**config.mk**
```make
export PLATFORM = sky130hd
export DESIGN_NAME = seg7_to_bcd
export DESIGN_NICKNAME = d
export VERILOG_FILES = /design/src/rtl/sqrt_display_checker_pkg.sv /design/src/rtl/sqrt_display_checker_seg7_to_bcd.sv
export SDC_FILE = /design/constraint.sdc
export NUM_CORES = 1
export LEC_CHECK = 0
export BUFFER_PORTS_ARGS = -buffer_cell sky130_fd_sc_hd__buf_2
export CORE_AREA = 3 3 40 42
export DETAILED_ROUTE_END_ITERATION = 8
export DIE_AREA = 0 0 43 45
export GPL_TIMING_DRIVEN = 0
export PLACE_DENSITY = 0.31
export SYNTH_ARGS = -nofsm -noshare
export SYNTH_HDL_FRONTEND = slang
export SYNTH_SLANG_ARGS = --single-unit
```
**constraint.sdc**
```tcl
create_clock -name vclk -period 1.9
set_input_delay 0.38 -clock vclk [all_inputs]
set_output_delay 0.38 -clock vclk [all_outputs]
set_load 0.05 [all_outputs]
```
**src/rtl/sqrt_display_checker_pkg.sv**
```systemverilog
// rtl/sqrt_display_checker_pkg.sv - shared widths, glyph codes and FSM states for the sqrt display checker
package sqrt_display_checker_pkg;

    localparam int DEF_X_W        = 7;
    localparam int DEF_ROOT_W     = 7;
    localparam int DEF_NUM_DIGITS = 6;

    // Active-low gfedcba segment patterns as driven onto the HEX displays
    localparam logic [6:0] SEG_0     = 7'h40;
    localparam logic [6:0] SEG_1     = 7'h79;
    localparam logic [6:0] SEG_2     = 7'h24;
    localparam logic [6:0] SEG_3     = 7'h30;
    localparam logic [6:0] SEG_4     = 7'h19;
    localparam logic [6:0] SEG_5     = 7'h12;
    localparam logic [6:0] SEG_6     = 7'h02;
    localparam logic [6:0] SEG_7     = 7'h78;
    localparam logic [6:0] SEG_8     = 7'h00;
    localparam logic [6:0] SEG_9     = 7'h10;
    localparam logic [6:0] SEG_BLANK = 7'h7F;

    typedef enum logic [2:0] {
        ST_IDLE,
        ST_CAPTURE,
        ST_DECODE,
        ST_SQUARE,
        ST_CHECK,
        ST_DONE
    } state_t;

endpackage

```
**src/rtl/sqrt_display_checker_seg7_to_bcd.sv**
```systemverilog
// rtl/sqrt_display_checker_seg7_to_bcd.sv - combinational 7-segment glyph to BCD classifier
module seg7_to_bcd
    import sqrt_display_checker_pkg::*;
(
    input  logic [6:0] glyph_i,
    output logic       is_digit_o,
    output logic       is_blank_o,
    output logic [3:0] bcd_o
);

    always_comb begin
        is_digit_o = 1'b1;
        is_blank_o = 1'b0;
        bcd_o      = 4'd0;
        case (glyph_i)
            SEG_0:     bcd_o = 4'd0;
            SEG_1:     bcd_o = 4'd1;
            SEG_2:     bcd_o = 4'd2;
            SEG_3:     bcd_o = 4'd3;
            SEG_4:     bcd_o = 4'd4;
            SEG_5:     bcd_o = 4'd5;
            SEG_6:     bcd_o = 4'd6;
            SEG_7:     bcd_o = 4'd7;
            SEG_8:     bcd_o = 4'd8;
            SEG_9:     bcd_o = 4'd9;
            SEG_BLANK: begin
                is_digit_o = 1'b0;
                is_blank_o = 1'b1;
            end
            default:   is_digit_o = 1'b0;
        endcase
    end

endmodule

```
---- Word level (Yosys, flattened, before mapping) ----
Index checks and enable logic that the tools add are counted.
storage, ports and cells
  register bits after elaboration ......... 0
  latch bits .............................. 0
  RAM bits ................................ 0
  memory bits (read-only) ................. 0
  input port bits ......................... 7
  output and inout port bits .............. 6
  word-level logic and storage cells ...... 15
  memories ................................ 0
operators by class
  $add $sub $neg .......................... 0
  multiply operators ...................... 0
  divide/modulo/power cells ............... 0
  magnitude comparators ................... 0
  equal/unequal tests ..................... 10
  shift operators ......................... 0
  mux-type cells .......................... 3
  bitwise gates (word level) .............. 0
  reduce and logical (&&, ||, !) cells .... 2
operators with widths
  cell                                                 number
  case mux 4 bit (9 select lines)                      1
  equality test 7 bit, second input constant           4
  equality test 7 x 5 -> 1 bit, second input constant  3
  equality test 7 x 6 -> 1 bit, second input constant  2
  OR reduction 10 bit                                  1
  equality test 7 x 2 -> 1 bit, second input constant  1
  zero test 7 bit                                      1
  2-to-1 mux 1 bit                                     2

---- Longest topological paths before layout ----
  word-level depth ........................ 3
  mapped depth ............................ 5
  depth with buffers taken out ............ 4

---- Least setup slack after synthesis ----
Ideal clock, no wire load.
  path type ............................... input port to output port
  start point ............................. in glyph_i[0]
  end point ............................... out bcd_o[3]
  arrival time ............................ 2.279 ns
  required time ........................... 1.520 ns
  path slack .............................. -0.759 ns
  stages on the path ...................... 2
  buffers on the path ..................... 0
  path through ............................ nor3_1 -> nor4b_1
between the ends
  word-level cells in the longest chain between the ends .. 2
  elaborated cells on any way between the ends .. 10
  classes of those cells .................. 8 x eq/ne; 1 x mux; 1 x reduce/logical
ends and longest elaborated chain
  item                                                  line                                    text
  start, declared                                       sqrt_display_checker_seg7_to_bcd.sv:5   input logic [6:0] glyph_i,
  equality test 7 x 5 -> 1 bit (tied with other cells)  sqrt_display_checker_seg7_to_bcd.sv:15  case (glyph_i)
  case mux 4 bit (9 select lines) *                     sqrt_display_checker_seg7_to_bcd.sv:15
  end, declared                                         sqrt_display_checker_seg7_to_bcd.sv:8   output logic [3:0] bcd_o
Mark *: on every way between the ends. The rest lies on a longest branch, timed or not.

---- Worst setup path after layout ----
  start point ............................. in glyph_i[5]
  end point ............................... out is_digit_o
between the ends
  word-level cells in the longest chain between the ends .. 3
  elaborated cells on any way between the ends .. 12
  classes of those cells .................. 9 x eq/ne; 1 x mux; 2 x reduce/logical
ends and longest elaborated chain
  item                                                  line                                    text
  equality test 7 x 5 -> 1 bit (tied with other cells)  sqrt_display_checker_seg7_to_bcd.sv:15
  OR reduction 10 bit (no line) *                       n/a
  2-to-1 mux 1 bit *                                    sqrt_display_checker_seg7_to_bcd.sv:15
  end, declared                                         sqrt_display_checker_seg7_to_bcd.sv:6   output logic is_digit_o,
Marks and branches as above.

==> out/qor.txt <==
status -> finished clean
worst min path class -> in -> out
Ys Warns -> 0
Least-Margin Pin Slew -> 0.417 ns
WP data required -> 1.52 ns
crit path from -> glyph_i[5]
peak supply drop -> 0.0620 mV
footprint of the multi-input gates -> 195 sq um
Total Power -> 0.0661 mW
Final Core Density -> 28.0%
Core ar. -> 1280 sq um
Total Routed Length -> 664 microns
Final Max Slew Viols -> 0
Initial Util -> 13.4%
Die X -> 43 microns
Arrival @ worst endpoint -> 1.50 ns
crit path capture type -> primary output
Place WS -> -0.150 ns
routed len/inst -> 11.6 microns
FF+latch area -> 0 sq um
antenna violations before repair -> 0
Tmin final -> 1.88 ns
Tcrit/Tclk final -> 99.2%
Total Neg Setup Slack -> 0 ns
Pleak -> 0.148 nW
Ports -> 13
# diodes -> 0
max frequency -> 0.531 GHz
Syn Nets -> 34
# port buffers -> 11
Hold Crit Depth -> 3
DRC -> 0
largest net degree at the start of global routing -> 11
share of cells above drive strength 1 -> 57.1%
Synth Instances -> 27
final hold vios -> 0
fill count -> 144
Hold Path End -> bcd_o[3]
detailed-router iteration count before antenna repair -> 6
final worst setup slack -> 0.0151 ns
FFs & Latches -> 0
post-route ant nets -> 0
crit start category -> input port
grt total ovfl -> 0
critical setup path kind -> in -> out
PD cells -> 183 nW/um^2
RSZ-0062 raised after global routing -> yes
Placer Congestion -> 0.659
number of global-route vias before repair -> 237
Die Y-Extent -> 45 microns
total of max-cap violations -> 0
Total GRT Usage -> 6.47%
Area growth syn-to-layout -> 109%
Critical Path Fanout Max -> 5
via count -> 275
Slew headroom -> 72.2%
Nets -> 51
Die ar. -> 1940 sq um
Final setup viols -> 0
DR iter-0 viols -> 4
synth unique cells -> 18
Site Rows -> 13
Mean Syn Cell Area -> 6.40 sq um
via/cell ratio -> 4.82
HP Start -> glyph_i[1]
mapped cell area -> 173 sq um
sequential element share of the synthesized area -> 0%
clkbuf count -> 0
global-route wire length before repair -> 993 microns
-- layout by cell type (no fill, tap or decap), types with 2 or more instances in the layout --
cell	synthesis	routed
buf_2	0	5
nor4_1	2	2
nand2_1	3	3
buf_6	1	4
nor4b_2	0	2
buf_4	0	4
nor2_1	3	3
nand4b_1	2	2
a21oi_1	3	3
-- worst max path at each step --
| stage | endpoint | slack, ns |
|---|---|---|
| global route | is_digit_o | -0.03 |
| floorplan | is_digit_o | -0.17 |
| global placement | is_digit_o | -0.13 |
| CTS | is_digit_o | 0.006 |
| detailed placement | is_digit_o | -0.15 |
| finish | is_digit_o | 0.02 |
-- report_power, final --
group          switching (mW)  internal (mW)
Sequential                  0              0
Combinational          0.0351         0.0310
Clock                       0              0
-- cell usage after synthesis, drive strengths merged --
cell	number	area share, %
clkbuf	1	2.2
buf	1	6.5
o22ai	1	3.6
xor2	1	5.1
nor4	2	7.2
or4b	1	5.8
a21o	1	5.1
nand4	1	3.6
nor3	1	2.9
o21ai	1	2.9
a21oi	3	8.7
o21ba	1	5.8
nand3	1	2.9
nor2	3	6.5
nor4b	2	10
nand2	3	6.5
nand3b	1	4.3
nand4b	2	10
-- critical path: stages --
cell and delay [ns]:
buf_12 0.10, or4b_4 0.54, o21ai_2 0.08, a21o_4 0.13
nand3b_1 0.11, buf_6 0.16
-- stage by stage --
stage	cell area (sq um)	hold slack (ns)	instances
2_1_floorplan	189	0.868	27
3_3_place_gp	263	1.11	53
3_5_place_dp	263	1.11	53
4_1_cts	297	1.12	53
5_1_grt	360	1.14	57
6_report	360	1.12	57
-- cell type report --
| type | instances | area share [%] |
|---|---|---|
| Multi-Input combinational cell | 25 | 54.2 |
| Timing Repair Buffer | 15 | 35.4 |
| Buffer | 2 | 5.21 |
| Tap cell | 15 | 5.21 |
-- cell families (layout without fill, tap and decap cells) --
logic type             Yosys count  count (layout)  synth area share [%]
XOR/XNOR                         1               1                  5.07
buffers and inverters            2              17                  8.69
AO/OA/AOI/OAI                    7               7                  26.1
AND/OR/NAND/NOR                 17              17                  60.1
-- metal layers --
layer	global-route usage, %	share of wire [%]	vias up
met1	8.10	42	130
met3	0.797	7.4	0
met5	0	0	-
met2	12.6	51	9
met4	0	0	0
li1	-	-	136
-- what timing repair did --
| item | CTS | global route |
|---|---|---|
| hold buffers | 0 | 0 |
| gates resized for setup | 10 | 9 |
| buffers inserted | 0 | 4 |
| pin swaps | 2 | 3 |
| endpoints found under the setup margin | 4 | 2 |
(Power assumes the default switching activity.)
